===== config.mk =====
export PLATFORM = sky130hd
export DESIGN_NAME = uart_flash_cmd_ctrl
export DESIGN_NICKNAME = d
export VERILOG_FILES = /design/src/rtl/uart_flash_cmd_ctrl.sv
export SDC_FILE = /design/constraint.sdc
export NUM_CORES = 1
export LEC_CHECK = 0
export CAP_MARGIN = 20
export CELL_PAD_IN_SITES_DETAIL_PLACEMENT = 1
export CELL_PAD_IN_SITES_GLOBAL_PLACEMENT = 1
export CORE_ASPECT_RATIO = 0.75
export CORE_MARGIN = 2
export CORE_UTILIZATION = 43
export DETAILED_ROUTE_END_ITERATION = 7
export MAX_ROUTING_LAYER = met4
export PLACE_DENSITY = 0.84
export RECOVER_POWER = 50
export SETUP_SLACK_MARGIN = 0.15
export SYNTH_ARGS = -nofsm -noshare
export SYNTH_HDL_FRONTEND = slang
export SYNTH_SLANG_ARGS = --single-unit

===== constraint.sdc =====
create_clock -name clk -period 2.2 [get_ports clk]
set_input_delay 0.55 -clock clk [delete_from_list [all_inputs] [get_ports clk]]
set_output_delay 0.55 -clock clk [all_outputs]
set_load 0.05 [all_outputs]

===== src/rtl/uart_flash_cmd_ctrl.sv =====
// Frames the UART RX byte stream into flash-dump read commands (OP, A2..A0, L1, L0, CS)
// and presents each validated {address, length} to the flash reader over valid/ready.
module uart_flash_cmd_ctrl #(
  parameter int unsigned TIMEOUT_CYCLES = 2700000,
  parameter logic [7:0]  OPCODE_READ    = 8'h52
) (
  input  logic        clk,
  input  logic        reset,
  input  logic        byteReady,
  input  logic [7:0]  dataIn,
  output logic        cmdValid,
  input  logic        cmdReady,
  output logic [23:0] cmdAddr,
  output logic [15:0] cmdLen,
  output logic        errValid,
  output logic [2:0]  errCode,
  output logic        busy
);

  typedef enum logic [2:0] {IDLE, ADDR, LEN, CSUM, ISSUE} state_t;

  typedef enum logic [2:0] {
    ERR_OPCODE  = 3'd1,
    ERR_CSUM    = 3'd2,
    ERR_TIMEOUT = 3'd3,
    ERR_ZERO    = 3'd4,
    ERR_OVERRUN = 3'd5
  } err_t;

  localparam int unsigned TW = (TIMEOUT_CYCLES > 1) ? $clog2(TIMEOUT_CYCLES) : 1;
  localparam logic [TW-1:0] TIMER_LAST = TW'(TIMEOUT_CYCLES - 1);

  state_t        state, stateNext;
  logic          byteReadyPrev;
  logic [1:0]    byteIdx;
  logic [7:0]    xorAcc;
  logic [23:0]   addrSh;
  logic [15:0]   lenSh;
  logic [TW-1:0] timer;

  logic newByte, counting, timedOut, csumBad, lenZero;

  assign newByte  = byteReady & ~byteReadyPrev;
  assign counting = (state == ADDR) || (state == LEN) || (state == CSUM);
  // A byte edge in the expiry cycle beats the timeout.
  assign timedOut = counting && !newByte && (timer == TIMER_LAST);
  assign csumBad  = (dataIn != xorAcc);
  assign lenZero  = (lenSh == 16'd0);

  // State register
  always_ff @(posedge clk) begin
    // NOTE: sequential state uses non-blocking assignments so every register samples pre-edge values.
    if (reset) state <= IDLE;
    else       state <= stateNext;
  end

  // Next-state logic
  always_comb begin
    // NOTE: default first so no path through the case leaves stateNext unassigned (no latch).
    stateNext = state;
    unique case (state)
      IDLE:  if (newByte && dataIn == OPCODE_READ) stateNext = ADDR;
      ADDR:  if (newByte && byteIdx == 2'd2)       stateNext = LEN;
             else if (timedOut)                    stateNext = IDLE;
      LEN:   if (newByte && byteIdx == 2'd1)       stateNext = CSUM;
             else if (timedOut)                    stateNext = IDLE;
      CSUM:  if (newByte)                          stateNext = (csumBad || lenZero) ? IDLE : ISSUE;
             else if (timedOut)                    stateNext = IDLE;
      ISSUE: if (cmdReady)                         stateNext = IDLE;
      default:                                     stateNext = IDLE;
    endcase
  end

  // Outputs decoded from state
  always_comb begin
    cmdValid = (state == ISSUE);
    busy     = (state != IDLE);
  end

  // Datapath: edge detect, shadows, checksum, timeout and error reporting
  always_ff @(posedge clk) begin
    if (reset) begin
      byteReadyPrev <= 1'b1;  // a level already high at reset is not a new byte
      byteIdx       <= '0;
      xorAcc        <= '0;
      addrSh        <= '0;
      lenSh         <= '0;
      timer         <= '0;
      cmdAddr       <= '0;
      cmdLen        <= '0;
      errValid      <= 1'b0;
      errCode       <= '0;
    end else begin
      byteReadyPrev <= byteReady;
      errValid      <= 1'b0;

      if (newByte || !counting || timedOut) timer <= '0;
      else                                  timer <= timer + TW'(1);

      if (timedOut) begin
        errValid <= 1'b1;
        errCode  <= ERR_TIMEOUT;
        byteIdx  <= '0;
        xorAcc   <= '0;
        addrSh   <= '0;
        lenSh    <= '0;
      end else if (newByte) begin
        unique case (state)
          IDLE: begin
            if (dataIn == OPCODE_READ) begin
              xorAcc  <= dataIn;
              byteIdx <= '0;
              addrSh  <= '0;
              lenSh   <= '0;
            end else begin
              errValid <= 1'b1;
              errCode  <= ERR_OPCODE;
            end
          end
          ADDR: begin
            addrSh  <= {addrSh[15:0], dataIn};
            xorAcc  <= xorAcc ^ dataIn;
            byteIdx <= (byteIdx == 2'd2) ? 2'd0 : byteIdx + 2'd1;
          end
          LEN: begin
            lenSh   <= {lenSh[7:0], dataIn};
            xorAcc  <= xorAcc ^ dataIn;
            byteIdx <= (byteIdx == 2'd1) ? 2'd0 : byteIdx + 2'd1;
          end
          CSUM: begin
            if (csumBad) begin
              errValid <= 1'b1;
              errCode  <= ERR_CSUM;
            end else if (lenZero) begin
              errValid <= 1'b1;
              errCode  <= ERR_ZERO;
            end else begin
              cmdAddr <= addrSh;
              cmdLen  <= lenSh;
            end
          end
          ISSUE: begin
            // Byte is dropped; the pending command stays intact.
            errValid <= 1'b1;
            errCode  <= ERR_OVERRUN;
          end
          default: ;
        endcase
      end
    end
  end

endmodule


### Word-level counts from Yosys, hierarchy flattened

Index checks and enable logic that the tools add are counted.

| storage, ports and cells | value |
|---|---|
| register bits after elaboration | 120 |
| bits in latches | 0 |
| memory bits (writable) | 0 |
| bits in read-only memories | 0 |
| input bits | 12 |
| output and inout port bits | 46 |
| word-level logic and storage cells | 99 |
| memories kept | 0 |

| operators by class | value |
|---|---|
| add/subtract/negate cells | 2 |
| $mul | 0 |
| div/mod/pow operators | 0 |
| order comparisons | 0 |
| equality and inequality tests | 16 |
| shifts and indexed selects | 0 |
| multiplexer cells | 30 |
| bitwise logic cells | 6 |
| reductions and logical operators | 33 |

Operators by type and width:

| operator | number |
|---|---|
| $pmux 24 s2 | 1 |
| $pmux 16 s2 | 1 |
| $mux 3 | 10 |
| $mux 24 | 1 |
| $add 22x1->22 const B | 1 |
| $eq 22x22->1 const B | 1 |
| $logic_not 16->1 | 1 |
| $mux 16 | 1 |
| $pmux 8 s2 | 1 |
| $pmux 3 s5 | 1 |
| $reduce_and 3->1 | 4 |
| $mux 2 | 5 |
| $pmux 3 s3 | 1 |
| $reduce_bool 3->1 | 3 |
| $eq 8x7->1 const B | 1 |
| $mux 8 | 1 |
| $ne 8x8->1 | 1 |
| $reduce_and 4->1 | 2 |
| $reduce_bool 2->1 | 4 |
| $xor 8x8->8 | 1 |
| $eq 3x2->1 const B | 2 |
| $ne 2x2->1 const B | 3 |
| $ne 3x3->1 const B | 2 |
| $pmux 2 s3 | 1 |
| 19 further kinds | 37 |

### Longest topological paths before layout

| logic depth | value |
|---|---|
| depth after elaboration | 8 |
| depth in mapped cells | 9 |
| gate-level depth less buffers | 6 |

### Worst setup path after synthesis

OpenSTA, ideal clock, no wires.

| timing path | value |
|---|---|
| path kind | input port to flip-flop |
| from | input port byteReady |
| to | register xorAcc[7] |
| library setup time | 0.129 ns |
| arrival | 1.854 ns |
| data required time | 2.071 ns |
| slack | 0.217 ns |
| stages on the path | 8 |
| buffers on the path | 3 |
| path through | nor2b_1 -> or3_1 -> or4_1 -> buf_2 -> nand2b_4 -> buf_8 -> buf_6 -> a31oi_1 |

| between the ends | value |
|---|---|
| cells in the longest elaborated chain, start to end | 5 |
| elaborated cells between the ends (all ways) | 6 |
| those cells by class | bitwise (1); reduce/logical (5) |

RTL lines:

| element | RTL line | text |
|---|---|---|
| from (decl) | 9 | `input logic byteReady,` |
| $and 1x1->1 * | 43 | `assign newByte = byteReady & ~byteReadyPrev;` |
| $logic_not 1->1 | 46 | `assign timedOut = counting && !newByte && (timer == TIMER_LAST);` |
| $logic_and 1x1->1 (2 in a row) | 46 |  |
| $reduce_or 2->1 (no source line) | -- |  |
| to (signal assigned) | 111 | `xorAcc <= dataIn;` |
| to (signal assigned) | 122 | `xorAcc <= xorAcc ^ dataIn;` |
| to (signal assigned) | 127 | `xorAcc <= xorAcc ^ dataIn;` |
| to (decl) | 36 | `logic [7:0] xorAcc;` |

Mark *: on every way between the ends. The rest lies on a longest branch, timed or not.
A chain may end at the register's enable or synchronous reset.

### Final worst setup path

| timing path | value |
|---|---|
| from | input port dataIn[1] |
| to | register cmdAddr[6] |

| between the ends | value |
|---|---|
| cells in the longest elaborated chain, start to end | 3 |

RTL lines:

| element | RTL line | text |
|---|---|---|
| from (decl) | 10 | `input logic [7:0] dataIn,` |
| $ne 8x8->1 | 47 | `assign csumBad = (dataIn != xorAcc);` |
| $not 1->1 (no source line) | -- |  |
| $reduce_and 5->1 (no source line) | -- |  |
| to (signal assigned) | 138 | `cmdAddr <= addrSh;` |
| to (decl) | 13 | `output logic [23:0] cmdAddr,` |

Every way passes these cells.

==> run_results.csv <==
group,metric,value,unit
power,p_sw,1.15,mW
sta,hold_viol,0,
power,intPower,4.07,mW
floorplanning,row_count,35,
worst_setup_path,critical_path_class,"input pin to flop",
clock_network,cts_root_buffer,"clkbuf_16",
worst_setup_path,cp_max_fo,9,
final_layout,nets,689,
power,power_frac_seq,41.9,%
min_path,hp-class,"flop to flop",
placed_design,io_buffers,57,
logic_synthesis,synth_top_area_share,44.7,%
logic_synthesis,netlist_area,0.00537,mm2
logic_synthesis,synthFlopType,"dfxtp_1",
floorplanning,core,0.0122,mm2
sta,rsz0062_at_grt,"yes",
placed_design,place_hpwl,10.7,mm
logic_synthesis,ys_types,58,
clock_network,cts_hold_buf,0,
worst_setup_path,cp-end-kind,"flop",
worst_setup_path,required,2.54,ns
logic_synthesis,post_synth_inst_count,579,
global_route,grt_max_degree,77,
logic_synthesis,synth-edff-count,0,
power,vdd_drop_max,596,uV
final_layout,area_growth,32.5,%
route,drtPass1Iterations,7,
floorplanning,fp.dieW,133,um
placed_design,placedInstanceArea,0.00631,mm2
floorplanning,die-area,0.0134,mm2
route,drtIter0Drc,287,
sta,drv_slew,0,
clock_network,clk_pin_slew,0.06,ns
power,combPwrFrac,4.2,%
power,clkPwrFrac,53.9,%
global_route,grt_antenna_before_repair,0,
sta,relSlewSlack,51.5,%
clock_network,cts_made_buffers,17,
floorplanning,die_h,101,um
sta,finalCritPeriodShare,93.7,%
logic_synthesis,yosysWarningCount,0,
floorplanning,io_pins,58,
global_route,overflow,0,
final_layout,multiInputGateArea,0.00281,mm2
logic_synthesis,async_flop_share,0,%
clock_network,clock_path_buffers,2,
power,p_per_area,732,mW/mm2
route,routed_wl,17.8,mm
clock_network,cts.sinks,120,
floorplanning,start_util,44.0,%
route,avgViaCountPerCell,5.54,
sta,finalCriticalPeriod,2.06,ns
sta,worst_slew_pin_slew,0.727,ns
route,vias,4732,
route,wl_per_cell,20.8,um
run_status,status,"completed",
run,maxCapViolCount,0,
final_layout,fill_cells,1339,
final_layout,fin_area,0.00712,mm2
final_layout,n_antenna_cell,0,
sta,fin_hold_ws,0.426,ns
worst_setup_path,worstPathArrival,2.40,ns
power,switching_share,22.0,%
global_route,grt_pass1_vias,4886,
logic_synthesis,synthTopCellsByArea,"dfxtp_1 (45%), nand2b_1 (10%), mux2i_1 (7.5%), nor2_1 (3.7%), xor2_1 (3.4%)",
route,drcViolationCount,0,
sta,clock.fmax,485,MHz
logic_synthesis,syn_area_per_cell,9.28,um2
power,power_leakage,2.70,nW
route,ant_nets,0,
sta,setup_viol_count_final,0,
logic_synthesis,yosysTopAreaCell,"dfxtp_1",
final_layout,seq_area,0.00241,mm2
clock_network,h-tree-depth,4,
global_route,grt_usage,27.9,%
clock_network,cts_tree,"yes",
sta,fin_skew,0.0123,ns
placed_design,gp_congestion,0.872,
clock_network,clk_latency,0.42,ns
logic_synthesis,syn-num-nets,592,
worst_setup_path,worst_setup_path_start_kind,"input pin",
final_layout,drive_gt1_share,20.3,%
logic_synthesis,ys_ff_latch,120,
logic_synthesis,ys_seq_area_share,44.7,%
global_route,grt_pass1_wl,27.6,mm
[routing by layer]
layer / GRT usage, % / vias to the layer above / wire length [um]
li1: - / 2174 / -
met1: 33.6 / 2361 / 7750
met2: 46.2 / 161 / 8780
met3: 7.24 / 36 / 913
met4: 8.77 / 0 / 311
met5: - / - / 0
[timing repair]
action	CTS	global route
resized for setup	68	17
gates cloned	4	0
setup buffers	5	2
endpoints found under the hold margin	0	0
pin swaps	5	3
setup endpoints to repair	122	45
[registers in the layout, summed over array words and instances, names as in the netlist]
register / count
addrSh: 24
cmdAddr: 24
timer: 22
cmdLen: 16
lenSh: 16
xorAcc: 8
errCode: 3
state: 3
byteIdx: 2
byteReadyPrev: 1
errValid: 1
[path summary, 6_finish.rpt]
kind / start / to / slack [ns] / depth (start not counted)
hold reg to reg: timer[0] / timer[0] / 0.43 / 1
setup / recovery: dataIn[1] / cmdAddr[6] / 0.14 / 9
setup reg to reg: timer[0] / state[0] / 0.16 / 7
hold / removal: timer[0] / timer[0] / 0.43 / 1
[Yosys cell counts (all sizes together) (8+ instances only)]
cell / count
clkbuf: 16
nor2: 63
dfxtp: 120
buf: 20
xor2: 21
a22oi: 24
nor4: 8
a21oi: 26
mux2i: 40
nand2: 37
nand2b: 87
nand3: 28
[layout by cell type (no fill, tap or decap), drive strengths merged, types with 2 or more instances in the layout]
cell / count
a21o: 3
a21oi: 26
a22oi: 24
a31oi: 5
a32oi: 4
and3: 6
buf: 55
bufbuf: 4
bufinv: 3
clkbuf: 23
clkinv: 4
clkinvlp: 2
dfxtp: 120
dlygate4sd2: 53
inv: 7
mux2: 3
mux2i: 40
nand2: 37
nand2b: 87
nand3: 28
nand3b: 4
nand4: 7
nor2: 63
nor2b: 3
nor3: 6
nor4: 8
nor4b: 2
o21ai: 6
or2: 6
or3: 2
xnor2: 7
xor2: 21
[critical path, stage by stage]
cell	delay, ns
dlygate4sd2_1	0.28
xor2_1	0.16
nor4_1	0.32
buf_4	0.20
nand2_2	0.08
nor3_4	0.15
buf_6	0.16
bufbuf_16	0.29
mux2i_1	0.21
[kinds of logic after synthesis]
family / share of synthesized area, %
simple gates: 27.1
flops: 44.7
compound gates: 10.3
buf+inv: 5.03
mux: 8.08
xor+xnor: 4.56
fa+ha+maj: 0.233
[through the flow]
stage | setup TNS (ns) | instances | power, mW | util, % | worst slack, ns
3_5_place_dp | -35.24 | 812 | 2.44 | 51.7 | -0.526
3_3_place_gp | -28.33 | 812 | 2.43 | 51.7 | -0.354
5_1_grt | 0 | 854 | 5.37 | 58.3 | 0.0750
4_1_cts | 0 | 852 | 5.22 | 57.8 | 0.150
6_report | 0 | 854 | 5.21 | 58.3 | 0.139
2_1_floorplan | 0 | 579 | 2.35 | - | 0.217
[power groups by stage]
| stage | clock [mW] | combinational (mW) | sequential, mW |
|---|---|---|---|
| after global routing | 2.96 | 0.230 | 2.18 |
| final | 2.81 | 0.221 | 2.18 |
| after global placement | 0 | 0.200 | 2.23 |
| after floorplan | 0 | 0.109 | 2.24 |
| after CTS | 2.82 | 0.210 | 2.18 |
| after detailed placement | 0 | 0.206 | 2.23 |
[final cells by class]
cell class,instances,share of cell area (%)
Clock buffer,22,6.38
Clock inverter,9,1.76
Inverter,7,0.369
Multi-Input combinational cell,416,39.5
Sequential cell,120,33.8
Tap cell,166,2.92
Timing Repair Buffer,114,15.3
Power figures use the tool's default switching activity.
